### src/rtl/hamming_nibble_packer.sv
`default_nettype none
// ============================================================================
//  Module      : hamming_nibble_packer
//  Description : Packs corrected Hamming (7,4) nibbles into bytes, high nibble
//                first, and queues them in a show-ahead FIFO. Keeps a
//                saturating corrected-error counter and a sticky overflow flag.
//  Ports       : clk, rst_n            clock, async active-low reset
//                i_ena                 global enable (0 freezes all state)
//                i_nib_valid/data/syndrome   decoder nibble interface
//                i_flush               emit pending half-byte padded with 4'h0
//                i_clear_stats         clear err_count and overflow
//                i_byte_ready          downstream ready
//                o_byte_valid/data/err/partial   FIFO head
//                o_fifo_count          FIFO occupancy (0..DEPTH)
//                o_err_count           accepted nibbles with nonzero syndrome
//                o_overflow            sticky byte-dropped flag
//  Revision    : 1.0  initial release
// ============================================================================
module hamming_nibble_packer #(
    parameter int DEPTH     = 4,
    parameter int CNT_W     = 8,
    parameter int EDGE_MODE = 1
) (
    input  logic                     clk,
    input  logic                     rst_n,
    input  logic                     i_ena,
    input  logic                     i_nib_valid,
    input  logic [3:0]               i_nib_data,
    input  logic [2:0]               i_nib_syndrome,
    input  logic                     i_flush,
    input  logic                     i_clear_stats,
    input  logic                     i_byte_ready,
    output logic                     o_byte_valid,
    output logic [7:0]               o_byte_data,
    output logic                     o_byte_err,
    output logic                     o_byte_partial,
    output logic [$clog2(DEPTH):0]   o_fifo_count,
    output logic [CNT_W-1:0]         o_err_count,
    output logic                     o_overflow
);

    localparam int c_PTR_W = $clog2(DEPTH);

    typedef enum logic [0:0] {
        S_EMPTY = 1'b0,
        S_HALF  = 1'b1
    } state_t;

    state_t               r_state, w_state_nxt;
    logic                 r_nv_q;
    logic [3:0]           r_hi;
    logic                 r_hi_err;
    logic [c_PTR_W-1:0]   r_wr_ptr, r_rd_ptr;
    logic [c_PTR_W:0]     r_count;
    logic [CNT_W-1:0]     r_err_count;
    logic                 r_overflow;
    logic [7:0]           r_mem_data [DEPTH];
    logic                 r_mem_err  [DEPTH];
    logic                 r_mem_part [DEPTH];

    logic                 w_accept, w_flush, w_syn_err;
    logic                 w_hi_load;
    logic                 w_push, w_push_err, w_push_part;
    logic [7:0]           w_push_data;
    logic                 w_pop, w_full, w_do_push, w_drop;

    // In edge mode only the 0->1 transition of nib_valid counts as a nibble.
    assign w_accept  = i_ena & i_nib_valid & ((EDGE_MODE != 0) ? ~r_nv_q : 1'b1);
    assign w_flush   = i_ena & i_flush;
    assign w_syn_err = (i_nib_syndrome != 3'd0);

    // Pending half-byte FSM: a nibble arriving with flush is handled first.
    always_comb begin
        w_state_nxt = r_state;
        w_hi_load   = 1'b0;
        w_push      = 1'b0;
        w_push_data = 8'h00;
        w_push_err  = 1'b0;
        w_push_part = 1'b0;
        case (r_state)
            S_EMPTY: begin
                if (w_accept && w_flush) begin
                    w_push      = 1'b1;
                    w_push_data = {i_nib_data, 4'h0};
                    w_push_err  = w_syn_err;
                    w_push_part = 1'b1;
                end else if (w_accept) begin
                    w_hi_load   = 1'b1;
                    w_state_nxt = S_HALF;
                end
            end
            S_HALF: begin
                if (w_accept) begin
                    w_push      = 1'b1;
                    w_push_data = {r_hi, i_nib_data};
                    w_push_err  = r_hi_err | w_syn_err;
                    w_state_nxt = S_EMPTY;
                end else if (w_flush) begin
                    w_push      = 1'b1;
                    w_push_data = {r_hi, 4'h0};
                    w_push_err  = r_hi_err;
                    w_push_part = 1'b1;
                    w_state_nxt = S_EMPTY;
                end
            end
            default: w_state_nxt = S_EMPTY;
        endcase
    end

    assign w_pop     = i_ena & o_byte_valid & i_byte_ready;
    assign w_full    = (r_count == DEPTH[c_PTR_W:0]);
    // A pop in the same cycle frees the slot the push needs.
    assign w_do_push = w_push & (~w_full | w_pop);
    assign w_drop    = w_push & w_full & ~w_pop;

    always_ff @(posedge clk or negedge rst_n) begin
        if (!rst_n) begin
            r_state     <= S_EMPTY;
            r_nv_q      <= 1'b0;
            r_hi        <= 4'h0;
            r_hi_err    <= 1'b0;
            r_wr_ptr    <= '0;
            r_rd_ptr    <= '0;
            r_count     <= '0;
            r_err_count <= '0;
            r_overflow  <= 1'b0;
        end else if (i_ena) begin
            r_state <= w_state_nxt;
            r_nv_q  <= i_nib_valid;
            if (w_hi_load) begin
                r_hi     <= i_nib_data;
                r_hi_err <= w_syn_err;
            end
            if (w_do_push) r_wr_ptr <= r_wr_ptr + 1'b1;
            if (w_pop)     r_rd_ptr <= r_rd_ptr + 1'b1;
            case ({w_do_push, w_pop})
                2'b10:   r_count <= r_count + 1'b1;
                2'b01:   r_count <= r_count - 1'b1;
                default: r_count <= r_count;
            endcase
            if (i_clear_stats) begin
                r_err_count <= '0;
                r_overflow  <= 1'b0;
            end else begin
                if (w_accept && w_syn_err && (r_err_count != {CNT_W{1'b1}}))
                    r_err_count <= r_err_count + 1'b1;
                if (w_drop)
                    r_overflow <= 1'b1;
            end
        end
    end

    // Storage needs no reset: entries are only visible while counted valid.
    always_ff @(posedge clk) begin
        if (i_ena && w_do_push) begin
            r_mem_data[r_wr_ptr] <= w_push_data;
            r_mem_err[r_wr_ptr]  <= w_push_err;
            r_mem_part[r_wr_ptr] <= w_push_part;
        end
    end

    assign o_byte_valid   = (r_count != '0);
    assign o_byte_data    = o_byte_valid ? r_mem_data[r_rd_ptr] : 8'h00;
    assign o_byte_err     = o_byte_valid & r_mem_err[r_rd_ptr];
    assign o_byte_partial = o_byte_valid & r_mem_part[r_rd_ptr];
    assign o_fifo_count   = r_count;
    assign o_err_count    = r_err_count;
    assign o_overflow     = r_overflow;

endmodule
`default_nettype wire
### config.mk
export PLATFORM = sky130hd
export DESIGN_NAME = hamming_nibble_packer
export DESIGN_NICKNAME = d
export VERILOG_FILES = /design/src/rtl/hamming_nibble_packer.sv
export SDC_FILE = /design/constraint.sdc
export NUM_CORES = 1
export LEC_CHECK = 0
export ABC_CLOCK_PERIOD_IN_PS = 2900
export CAP_MARGIN = 20
export CELL_PAD_IN_SITES_DETAIL_PLACEMENT = 1
export CELL_PAD_IN_SITES_GLOBAL_PLACEMENT = 1
export CORE_MARGIN = 2
export CORE_UTILIZATION = 28
export CTS_BUF_LIST = sky130_fd_sc_hd__clkbuf_4 sky130_fd_sc_hd__clkbuf_8
export DETAILED_ROUTE_END_ITERATION = 8
export HOLD_SLACK_MARGIN = 0.02
export PLACE_DENSITY = 0.59
export SLEW_MARGIN = 20
export SYNTH_ARGS = -nofsm -noshare
export SYNTH_HDL_FRONTEND = slang
export SYNTH_SLANG_ARGS = --single-unit
### constraint.sdc
create_clock -name clk -period 2.9 [get_ports clk]
set_input_delay 0.58 -clock clk [delete_from_list [all_inputs] [get_ports clk]]
set_output_delay 0.58 -clock clk [all_outputs]
set_load 0.02 [all_outputs]
==> metrics.md <==
| Metric | Value |
|---|---|
| Finished Cell Area | approximately 3700 µm² |
| Htree depth | 3 |
| Worst slew margin | 0.627 |
| Largest net degree at the start of global routing | 24 |
| Synth Area in Adders | 0.0283 |
| Clk sinks | 63 |
| Critical path arrival | between 2000 and 2500 ps |
| Mux contribution to synthesized area | 0.107 |
| Synth Flop Type | edfxtp_1 |
| Synthesis-to-finish area growth | 26.8% |
| DRT antenna net count | 0 |
| Simple-gate share of the synthesized area | 0.114 |
| Run status | completed |
| Via density | approximately 4.7 |
| Post-route non-filler standard cell count | 394 |
| Cell area power density | between 800 and 900 nW/µm² |
| Setup crit end kind | output port |
| Most frequent cells in the layout | 40 x edfxtp_1, 36 x clkdlybuf4s50_1, 23 x dfrtp_1 |
| Leading area contributor after synthesis | edfxtp_1 |
| Largest family of logic cells by synthesized area | simple AND/OR/NAND/NOR gates |
| Xor and xnor fraction of the mapped netlist area | 0.0360 |
| Net switching power | approximately 1.0 mW |
| Layout cells sized above 1 | 0.194 |
| Synth area leaders | edfxtp_1 41%, dfrtp_1 20%, mux4_2 7.7% |
| Vias | 1858 |
| Synth top area share | 0.412 |
| MaxCap Viol Count | 0 |
| Worst Setup Start Kind | register |
| Peak VDD IR | 0.368 mV |
| Max-slew violations | 0 |
| Post-cts sizing count | 0 |
| DRT Pass-1 Iters | 4 |
| # hold bufs at CTS | 0 |
| Period utilisation layout | 0.951 |
| Clock group share of total power | 0.242 |
| Hold Slack | 515 ps |
| Asr flop ratio synth | 0.365 |
| Worst-path clk slew | 70 ps |
| Worst slew pin tran | roughly 560 ps |
| CORE AREA | 10200 µm² |
| Syn Inst Count | 202 |
| Post-DP HPWL | roughly 4.5 mm |
| Sequential share of power | 0.402 |
| Yosys warnings | 0 |
| Rows | 37 |
| CTS tree | yes |
| Die width | between 100 and 150 µm |
| Final min period | around 2800 ps |
| Routed wire length per instance | about 16 µm |
| Die Y-Extent | approximately 110 µm |
| IO Count | 37 |
| Setup bufs post-CTS | 0 |
| # placed instances | around 380 |
| Combinational power share | 0.355 |
| First-iteration detailed-routing DRC count | 46 |
| Commonest non-fill, non-tap cell in the layout | edfxtp_1 |
| Switch share | 0.328 |
| CP Class | register to output port |
| GRT Residual Overflow | 0 |
| Final Setup Violations | 0 |
| RSZ-0062 raised after global routing | false |
| Final GP Congestion | 0.730 |
| Worst path max stage delay | 540 ps |
| Number of CTS-inserted buffers | 9 |
| # diodes | 0 |
| Compound-Gate Fraction of Synth Area | 0.0849 |
| Critical path's top delay family | buffers and inverters |
| Die Area | 11300 µm² |
| Worst path cell trace | buf_4 > mux4_2 > and2_1 > clkdlybuf4s50_1 |
| Buf/Inv on CP | 2 |
| Setup Skew | 5.96 ps |
| Hold Vio Cnt, Final | 0 |
| Total track usage | 0.127 |
| Routed WL | 6.37 mm |
| Initial core utilization | 0.285 |
| First-pass GRT wire length | 10.9 mm |
| CTS root buffer | clkbuf_8 |
| Seq/Total Area, Yosys | 0.609 |
| Final Power | approximately 3.1 mW |
| Vias in the first global route | approximately 2.0k |
| FMAX | roughly 360 MHz |
| Final routed DRC violation total | 0 |
| CP max stage cell | mux4_2 |
| Post-DP Area | 3500 µm² |
| Initial antenna violation count | 0 |
| Flops & latches, synth | 63 |
| Mean Syn Cell Area | 14.4 µm² |
| TNS Setup | 0 ps |
| Syn Std Cell Area | 2920 µm² |
| Synth unique cells | 44 |
| Syn Nets | 222 |
| Leakage | 1.34 nW |
| Internal Pwr Total | 2.07 mW |
| Worst hold-check path type | register to register |
| Worst skew pair latency | ~340 ps |
| Post-synth EDFFs | 40 |
| Clock tree buffer depth | 2 |
| Critical-path maximum fanout | 12 |
| Fin nets | around 270 |
| Port Buffers | 36 |
| Crit path required time | about 2300 ps |
==> flip-flops by register name (all words and copies together), names as in the netlist <==
signal / flops
o_err_count: 8
r_rd_ptr: 2
r_mem_part: 4
o_fifo_count: 3
r_wr_ptr: 2
r_hi: 4
r_mem_data: 32
r_state: 1
o_overflow: 1
r_hi_err: 1
r_nv_q: 1
r_mem_err: 4
==> metal layers <==
metal  vias up  track usage  part of all wire
li1        865            -                 -
met1       942        0.160              0.46
met2        47        0.209              0.49
met3         4       0.0423             0.046
met4         0       0.0338            0.0055
met5         -            0                 0
==> final timing paths <==
path	slack (ps)	end	from	cells after the start
worst max-delay path	140	o_byte_err	r_rd_ptr[0]$_DFFE_PN0P_	4
worst min-delay path	510	r_hi[1]$_DFFE_PN0P_	r_hi[1]$_DFFE_PN0P_	1
worst max register to register	330	o_fifo_count[2]$_DFFE_PN0P_	o_fifo_count[1]$_DFFE_PN0P_	7
worst min register to register	510	r_hi[1]$_DFFE_PN0P_	r_hi[1]$_DFFE_PN0P_	1
max in group asynchronous	2040	o_fifo_count[1]$_DFFE_PN0P_	rst_n	2
min in group asynchronous	610	o_err_count[7]$_DFFE_PN0P_	rst_n	2
==> power groups by stage <==
stage               logic [mW]  registers (mW)  clock network (mW)
finish                    1.09            1.24               0.746
floorplan                0.679            1.24                   0
global placement          1.10            1.26                   0
detailed placement        1.11            1.26                   0
CTS                       1.12            1.24               0.781
global route              1.21            1.27               0.813
==> cell type report <==
type	instances	area, µm²
Fill cell	1102	6530
Inverter	7	26.3
Tap cell	136	170
Clock buffer	9	124
Multi-Input combinational cell	124	1080
Timing Repair Buffer	48	450
Sequential cell	63	1780
Clock inverter	7	73.8
==> logic make-up (layout without fill, tap and decap cells) <==
| logic type | after synthesis | count (layout) |
|---|---|---|
| flops | 63 | 63 |
| compound gates | 33 | 33 |
| fa+ha+maj | 6 | 6 |
| buf+inv | 15 | 71 |
| mux | 18 | 18 |
| xor+xnor | 12 | 12 |
| simple gates | 55 | 55 |
==> worst register-to-register path, stage by stage, from the launching register on <==
cell and delay (ps):
dfrtp_1 470, or3_1 440, nand3_1 180, nand2b_1 200, fa_1 420, or4_1 510
o21ai_0 100, a31oi_1 110
==> cell usage after synthesis (2+ instances only) <==
| master | n |
|---|---|
| nand3_1 | 3 |
| o21ai_0 | 5 |
| nor3_1 | 2 |
| mux4_2 | 10 |
| nand2b_1 | 2 |
| a31oi_1 | 5 |
| nand2_1 | 11 |
| or3_1 | 2 |
| mux2i_1 | 2 |
| a21boi_1 | 2 |
| nor3_2 | 3 |
| a22o_1 | 4 |
| nor2_1 | 6 |
| dfrtp_1 | 23 |
| and2_1 | 14 |
| mux2_2 | 6 |
| and3_1 | 4 |
| inv_1 | 6 |
| xnor2_1 | 11 |
| ha_1 | 5 |
| clkbuf_1 | 6 |
| o2bb2ai_1 | 5 |
| edfxtp_1 | 40 |
| a21oi_1 | 5 |
==> stage by stage <==
| stage | setup slack (ps) | utilization |
|---|---|---|
| finish | 143 | 0.362 |
| global route | 16.2 | 0.362 |
| CTS | 82.9 | 0.362 |
| detailed placement | 126 | 0.342 |
| global placement | 200 | 0.342 |
| floorplan | 551 | - |
(Power assumes the default switching activity.)
